**src/rtl/posit_encoder_if.sv**
```systemverilog
// Handshake and data bundle between a posit decode/arith producer and the
// posit encoder. The master drives the decoded value and the output ready;
// the slave (encoder) drives in_ready and the encoded result.
interface posit_encoder_if #(
    parameter int N  = 8,
    parameter int ES = 1,
    parameter int KW = 4,
    parameter int FW = 8
);
    logic          in_valid;
    logic          in_ready;
    logic          sign_in;
    logic [KW-1:0] k_in;
    logic [ES-1:0] exp_in;
    logic [FW-1:0] frac_in;
    logic          zero_in;
    logic          nar_in;
    logic          out_valid;
    logic          out_ready;
    logic [N-1:0]  posit_out;

    modport master (
        output in_valid, sign_in, k_in, exp_in, frac_in, zero_in, nar_in, out_ready,
        input  in_ready, out_valid, posit_out
    );

    modport slave (
        input  in_valid, sign_in, k_in, exp_in, frac_in, zero_in, nar_in, out_ready,
        output in_ready, out_valid, posit_out
    );
endinterface

```
**src/rtl/posit_encoder.sv**
```systemverilog
// Two-stage pipelined posit encoder. Stage 1 lays out regime, exponent and
// fraction into an N-1 bit magnitude body and keeps guard/sticky for the
// dropped tail; stage 2 rounds to nearest-even, saturates, applies the sign
// and resolves zero/NaR.
module posit_encoder #(
    parameter int N  = 8,
    parameter int ES = 1,
    parameter int KW = 4,
    parameter int FW = 8
) (
    input logic             clk,
    input logic             rst,
    posit_encoder_if.slave  bus
);
    localparam int SW  = N + ES + FW;
    localparam int KW1 = KW + 1;
    localparam logic signed [KW:0] KMAX = KW1'(N - 2);
    localparam logic signed [KW:0] KMIN = KW1'(-(N - 1));
    localparam logic [SW-1:0] ALL1 = '1;
    localparam logic [SW-1:0] TOP1 = {1'b1, {(SW-1){1'b0}}};

    logic adv2;
    logic s1_valid, s2_valid;

    logic [N-2:0] s1_body;
    logic         s1_guard, s1_sticky, s1_sign, s1_zero, s1_nar;
    logic [N-1:0] s2_word;

    logic signed [KW:0] kx;
    logic         kneg;
    logic [KW:0]  ka, rl;
    logic [SW-1:0] rvec, tvec, vec;
    logic [N-2:0] body_c;
    logic         guard_c, sticky_c;

    logic         rnd;
    logic [N-1:0] sum;
    logic [N-2:0] rbody;
    logic [N-1:0] word_c;

    assign adv2          = ~s2_valid | bus.out_ready;
    assign bus.in_ready  = ~s1_valid | adv2;
    assign bus.out_valid = s2_valid;
    assign bus.posit_out = s2_word;

    // Stage-1 layout: regime run (ka bits) plus terminator, then exp/frac
    // shifted in behind it; clamp out-of-range regimes to maxpos/minpos.
    always_comb begin
        kx   = {bus.k_in[KW-1], bus.k_in};
        kneg = bus.k_in[KW-1];
        ka   = kneg ? -kx : kx + KW1'(1);
        rl   = ka + KW1'(1);
        rvec = kneg ? (TOP1 >> ka) : ~(ALL1 >> ka);
        tvec = {bus.exp_in, bus.frac_in, {N{1'b0}}} >> rl;
        vec  = rvec | tvec;
        body_c   = vec[SW-1 -: N-1];
        guard_c  = vec[SW-N];
        sticky_c = |vec[SW-N-1:0];
        if (kx >= KMAX) begin
            body_c   = '1;
            guard_c  = 1'b0;
            sticky_c = 1'b0;
        end else if (kx <= KMIN) begin
            body_c   = (N-1)'(1);
            guard_c  = 1'b0;
            sticky_c = 1'b0;
        end
    end

    // Stage-1 register: capture body/guard/sticky and flags on input transfer.
    always_ff @(posedge clk) begin
        if (rst) begin
            s1_valid <= 1'b0;
        end else if (bus.in_ready) begin
            s1_valid <= bus.in_valid;
            if (bus.in_valid) begin
                s1_body   <= body_c;
                s1_guard  <= guard_c;
                s1_sticky <= sticky_c;
                s1_sign   <= bus.sign_in;
                s1_zero   <= bus.zero_in;
                s1_nar    <= bus.nar_in;
            end
        end
    end

    // Stage-2 datapath: round-nearest-even with saturation, sign, specials.
    always_comb begin
        rnd   = s1_guard & (s1_sticky | s1_body[0]);
        sum   = {1'b0, s1_body} + N'(rnd);
        rbody = sum[N-1] ? '1 : sum[N-2:0];
        if (rbody == '0)
            rbody = (N-1)'(1);
        word_c = s1_sign ? -{1'b0, rbody} : {1'b0, rbody};
        if (s1_nar)
            word_c = {1'b1, {(N-1){1'b0}}};
        else if (s1_zero)
            word_c = '0;
    end

    // Stage-2 register: advance when empty or downstream accepts; hold otherwise.
    always_ff @(posedge clk) begin
        if (rst) begin
            s2_valid <= 1'b0;
            s2_word  <= '0;
        end else if (adv2) begin
            s2_valid <= s1_valid;
            if (s1_valid)
                s2_word <= word_c;
        end
    end
endmodule
```
**src/flat_wrapper.sv**
```systemverilog
// flat-port wrapper written by rule: the top's interface ports become plain ports
module posit_encoder_flat 
#(
    parameter int N  = 8,
    parameter int ES = 1,
    parameter int KW = 4,
    parameter int FW = 8
)
  (clk, rst, bus_in_valid, bus_sign_in, bus_k_in, bus_exp_in, bus_frac_in, bus_zero_in, bus_nar_in, bus_out_ready, bus_in_ready, bus_out_valid, bus_posit_out);
  posit_encoder_if #(.N(N), .ES(ES), .KW(KW), .FW(FW)) bus_i ();
  input logic clk;
  input logic rst;
  input wire logic [$bits(bus_i.in_valid)-1:0] bus_in_valid;
  input wire logic [$bits(bus_i.sign_in)-1:0] bus_sign_in;
  input wire logic [$bits(bus_i.k_in)-1:0] bus_k_in;
  input wire logic [$bits(bus_i.exp_in)-1:0] bus_exp_in;
  input wire logic [$bits(bus_i.frac_in)-1:0] bus_frac_in;
  input wire logic [$bits(bus_i.zero_in)-1:0] bus_zero_in;
  input wire logic [$bits(bus_i.nar_in)-1:0] bus_nar_in;
  input wire logic [$bits(bus_i.out_ready)-1:0] bus_out_ready;
  output wire logic [$bits(bus_i.in_ready)-1:0] bus_in_ready;
  output wire logic [$bits(bus_i.out_valid)-1:0] bus_out_valid;
  output wire logic [$bits(bus_i.posit_out)-1:0] bus_posit_out;
  assign bus_i.in_valid = bus_in_valid;
  assign bus_i.sign_in = bus_sign_in;
  assign bus_i.k_in = bus_k_in;
  assign bus_i.exp_in = bus_exp_in;
  assign bus_i.frac_in = bus_frac_in;
  assign bus_i.zero_in = bus_zero_in;
  assign bus_i.nar_in = bus_nar_in;
  assign bus_i.out_ready = bus_out_ready;
  assign bus_in_ready = bus_i.in_ready;
  assign bus_out_valid = bus_i.out_valid;
  assign bus_posit_out = bus_i.posit_out;
  posit_encoder #(.N(N), .ES(ES), .KW(KW), .FW(FW)) u_core (.clk(clk), .rst(rst), .bus(bus_i));
endmodule
```
**config.mk**
```make
export PLATFORM = sky130hd
export DESIGN_NAME = posit_encoder_flat
export DESIGN_NICKNAME = d
export VERILOG_FILES = /design/src/rtl/posit_encoder_if.sv /design/src/rtl/posit_encoder.sv /design/src/flat_wrapper.sv
export SDC_FILE = /design/constraint.sdc
export NUM_CORES = 1
export LEC_CHECK = 0
export CAP_MARGIN = 20
export CORE_MARGIN = 1
export CORE_UTILIZATION = 35
export DETAILED_ROUTE_END_ITERATION = 6
export PLACE_DENSITY_LB_ADDON = 0.3
export SLEW_MARGIN = 20
export SYNTH_ARGS = -nofsm -noshare
export SYNTH_HDL_FRONTEND = slang
export SYNTH_SLANG_ARGS = --single-unit
```
**constraint.sdc**
```tcl
create_clock -name clk -period 5.1 [get_ports clk]
set_clock_uncertainty 0.1 [all_clocks]
set_input_delay 0.765 -clock clk [delete_from_list [all_inputs] [get_ports clk]]
set_output_delay 0.765 -clock clk [all_outputs]
set_load 0.05 [all_outputs]
```
==> results.py <==
metrics = {
    "outcome": {
        "status": "finished with violations",
        "violations": "design-rule violations",
    },
    "drt": {
        "dr.pass1.iters": 6,
        "wl_per_cell_um": 14.2,
        "post-route-drc-count": 1,
        "vias": 2225,
        "avgViaCountPerCell": 5.75,
        "ant_nets": 0,
        "routed_wirelength_mm": 5.48,
        "drt_iter0_drc": 109,
    },
    "sta": {
        "rsz0062_at_grt": "false",
        "hold_viol_final": 0,
        "slew_headroom_pct": 50.5,
        "finalCritPeriodShare_pct": 81.6,
        "slew_violations": 0,
        "fin_crit_ps": 4160,
        "setup_viol_count_final": 0,
        "max_freq_ghz": 0.240,
        "tightest_slew_ps": 736,
        "fin_setup_tns_ps": 0,
    },
    "global_route": {
        "grt_max_degree": 19,
        "grt-ovfl-total": 0,
        "grt_pass1_wl_mm": 9.32,
        "globalRouteTotalUtil_pct": 15.8,
        "antenna_found_initial": 0,
        "grt_pass1_vias": 2063,
    },
    "yosys": {
        "seq_area_frac_synth_pct": 23.4,
        "synth_top_area_share_pct": 15.0,
        "async_flop_share_pct": 0,
        "synth.net_count": 329,
        "synth.avg_cell_area_um2": 8.28,
        "synthMuxAreaShare_pct": 7.72,
        "synth_top_cells_by_count": "nor2_1 (29), nand2_1 (24), ha_1 (19)",
        "netlist_area_um2": 2400,
        "synth_flop_cell": "edfxtp_1",
        "synth_area_leaders": "edfxtp_1 (15%), ha_1 (9.9%), dfxtp_1 (8.3%), mux2i_1 (5.8%), nor2_1 (4.5%)",
        "yosys.area_share.simple_pct": 25.9,
        "synth_top_family_by_area": "simple AND/OR/NAND/NOR gates",
        "synthAdderAreaFrac_pct": 9.91,
        "ys_warn_count": 0,
        "synth_top_cell_by_area": "edfxtp_1",
        "ys_ff_latch": 22,
        "synth_edf_count": 12,
        "synth_xor_xnor_area_share_pct": 4.43,
        "synth_compound_gate_area_share_pct": 23.4,
        "synth.most_common_cell": "nor2_1",
        "synthCells": 290,
        "synth_cell_type_count": 65,
    },
    "run": {
        "max-cap-violations": 0,
    },
    "die": {
        "io_pins": 30,
        "fp.dieH_um": 84.8,
        "die_w_um": 84.8,
        "dieArea_um2": 7190,
        "core_area_um2": 6490,
        "fp-row-count": 29,
        "start_util_pct": 36.9,
    },
    "hold_path": {
        "hold_depth": 1,
        "hold_end": "u_core.bus.posit_out[4]",
        "min_path_type": "reg2reg",
        "min_from": "u_core.bus.posit_out[4]",
    },
    "critical_path": {
        "worstPathMaxFanout": 11,
        "cp_cell_sequence": "clkdlybuf4s50_1 -> inv_1 -> ha_1 -> and2_1 -> o21a_1 -> or2_1 -> ha_1 -> inv_1 -> o21ai_0 -> and4b_1 -> o21a_1 -> a211oi_1 -> o2bb2ai_1",
        "reg2reg_slack_ps": 2400,
        "r2r_cells": 11,
        "critPathBufInv": 3,
        "start_kind": "primary input",
        "worst-setup-path-type": "in2reg",
        "reg2reg_from": "u_core.s1_body[0]",
        "critical-path-top-delay-family": "buffers and inverters",
        "cp-end-kind": "flop",
        "cp_slowest_cell": "clkdlybuf4s50_1",
        "cpPeakStageDelay_ps": 730,
        "rr_endpoint": "u_core.bus.posit_out[6]",
        "cp.required_ps": 5100,
        "arrival_ps": 4160,
    },
    "pwr": {
        "cellPowerDensity_nw_per_um2": 217,
        "ir_worst_vdd_uv": 88.3,
        "p_leak_nw": 1.07,
    },
    "layout": {
        "finalNetCount": 350,
        "area.growth.synth_to_final_pct": 16.2,
        "n_antenna_cell": 0,
        "drive_gt1_share_pct": 6.77,
        "final_area_um2": 2790,
    },
    "placed_design": {
        "post_dp_cell_area_um2": 2720,
        "port_buffers": 29,
        "place_hpwl_mm": 4.43,
        "place.gp.congestion": 0.880,
    },
    "clock_network": {
        "cts_setup_buffers": 0,
        "htreeDepth": 1,
        "path_clk_slew_ps": 80,
        "cts_buffer_depth": 2,
        "cts_buffers": 3,
        "clock_sinks": 22,
        "hold_buffers": 0,
        "cts_root_buffer": "clkbuf_8",
        "insertion_delay_ps": 270,
        "cts_tree": "done",
        "cts-resized-gates": 0,
    },
}
-- flip-flops by register name (all words and copies together) (netlist names) --
| signal | cells |
|---|---|
| u_core.bus.posit_out | 8 |
| u_core.s1_body | 7 |
| u_core.bus.out_valid | 1 |
| u_core.s1_guard | 1 |
| u_core.s1_nar | 1 |
| u_core.s1_sign | 1 |
| u_core.s1_sticky | 1 |
| u_core.s1_valid | 1 |
| u_core.s1_zero | 1 |
-- power by group --
group	switching (W)	leakage [nW]	internal (W)
combinational	0.000146	0.841	0.000110
clock	0.0000566	0.0339	0.0000852
sequential	0.00000770	0.197	0.000200
-- cell usage in the layout, fill, tap and decap left out, drive strengths merged, types with 6 or more instances in the layout --
cell type	count
edfxtp	12
inv	12
dfxtp	10
nor3	10
nor2	29
ha	19
nand3	8
and2	6
a21oi	16
nand2	24
xnor2	7
nor2b	10
mux2i	14
clkdlybuf4s50	29
o21ai	19
-- how the worst max path moves through the flow --
| stage | cells after the start | slack (ps) | end | start |
|---|---|---|---|---|
| after floorplan | 14 | 1700 | u_core.s1_sticky | bus_k_in[0] |
| after global placement | 13 | 760 | u_core.s1_sticky | bus_k_in[0] |
| after detailed placement | 12 | 650 | u_core.s1_sticky | bus_k_in[0] |
| after CTS | 13 | 920 | u_core.s1_sticky | bus_k_in[0] |
| after global routing | 12 | 690 | u_core.s1_sticky | bus_k_in[0] |
| final | 13 | 940 | u_core.s1_sticky | bus_k_in[0] |
-- per-layer routing --
layer,up-vias,global-route usage (%),share of wire (%)
li1,1123,-,-
met1,1033,19.5,46
met2,60,28.6,49
met3,9,1.47,3.2
met4,0,5.55,1.7
met5,-,0,0
-- logic make-up (layout without fill, tap and decap cells) --
kind of cell | count (synthesis) | in the layout
and+or+nand+nor | 115 | 115
DFF | 22 | 22
muxes | 17 | 17
xor gates and xnor gates | 10 | 10
buffers and inverters | 27 | 47
adders and majority gates | 19 | 19
AOI/OAI and AO/OA | 80 | 80
-- metrics by stage --
| step | cells | utilization [%] | setup WS, ps | power, W | hold WS (ps) |
|---|---|---|---|---|---|
| 2_1_floorplan | 290 | - | 1700 | 0.000402 | 396 |
| 3_3_place_gp | 383 | 41.9 | 765 | 0.000464 | 356 |
| 3_5_place_dp | 383 | 41.9 | 653 | 0.000466 | 361 |
| 4_1_cts | 387 | 42.9 | 923 | 0.000607 | 381 |
| 5_1_grt | 387 | 42.9 | 686 | 0.000642 | 393 |
| 6_report | 387 | 42.9 | 937 | 0.000605 | 372 |
-- area by class of cell --
| type | count | area, um2 |
|---|---|---|
| repair buffers | 31 | 305 |
| inverters | 12 | 47.5 |
| flip-flops and latches | 22 | 561 |
| fillers | 646 | 3710 |
| well taps | 77 | 96.3 |
| multi-input cells | 241 | 1710 |
| clock buffers | 4 | 66.3 |
Note: power is estimated with default switching activity, not from simulation.
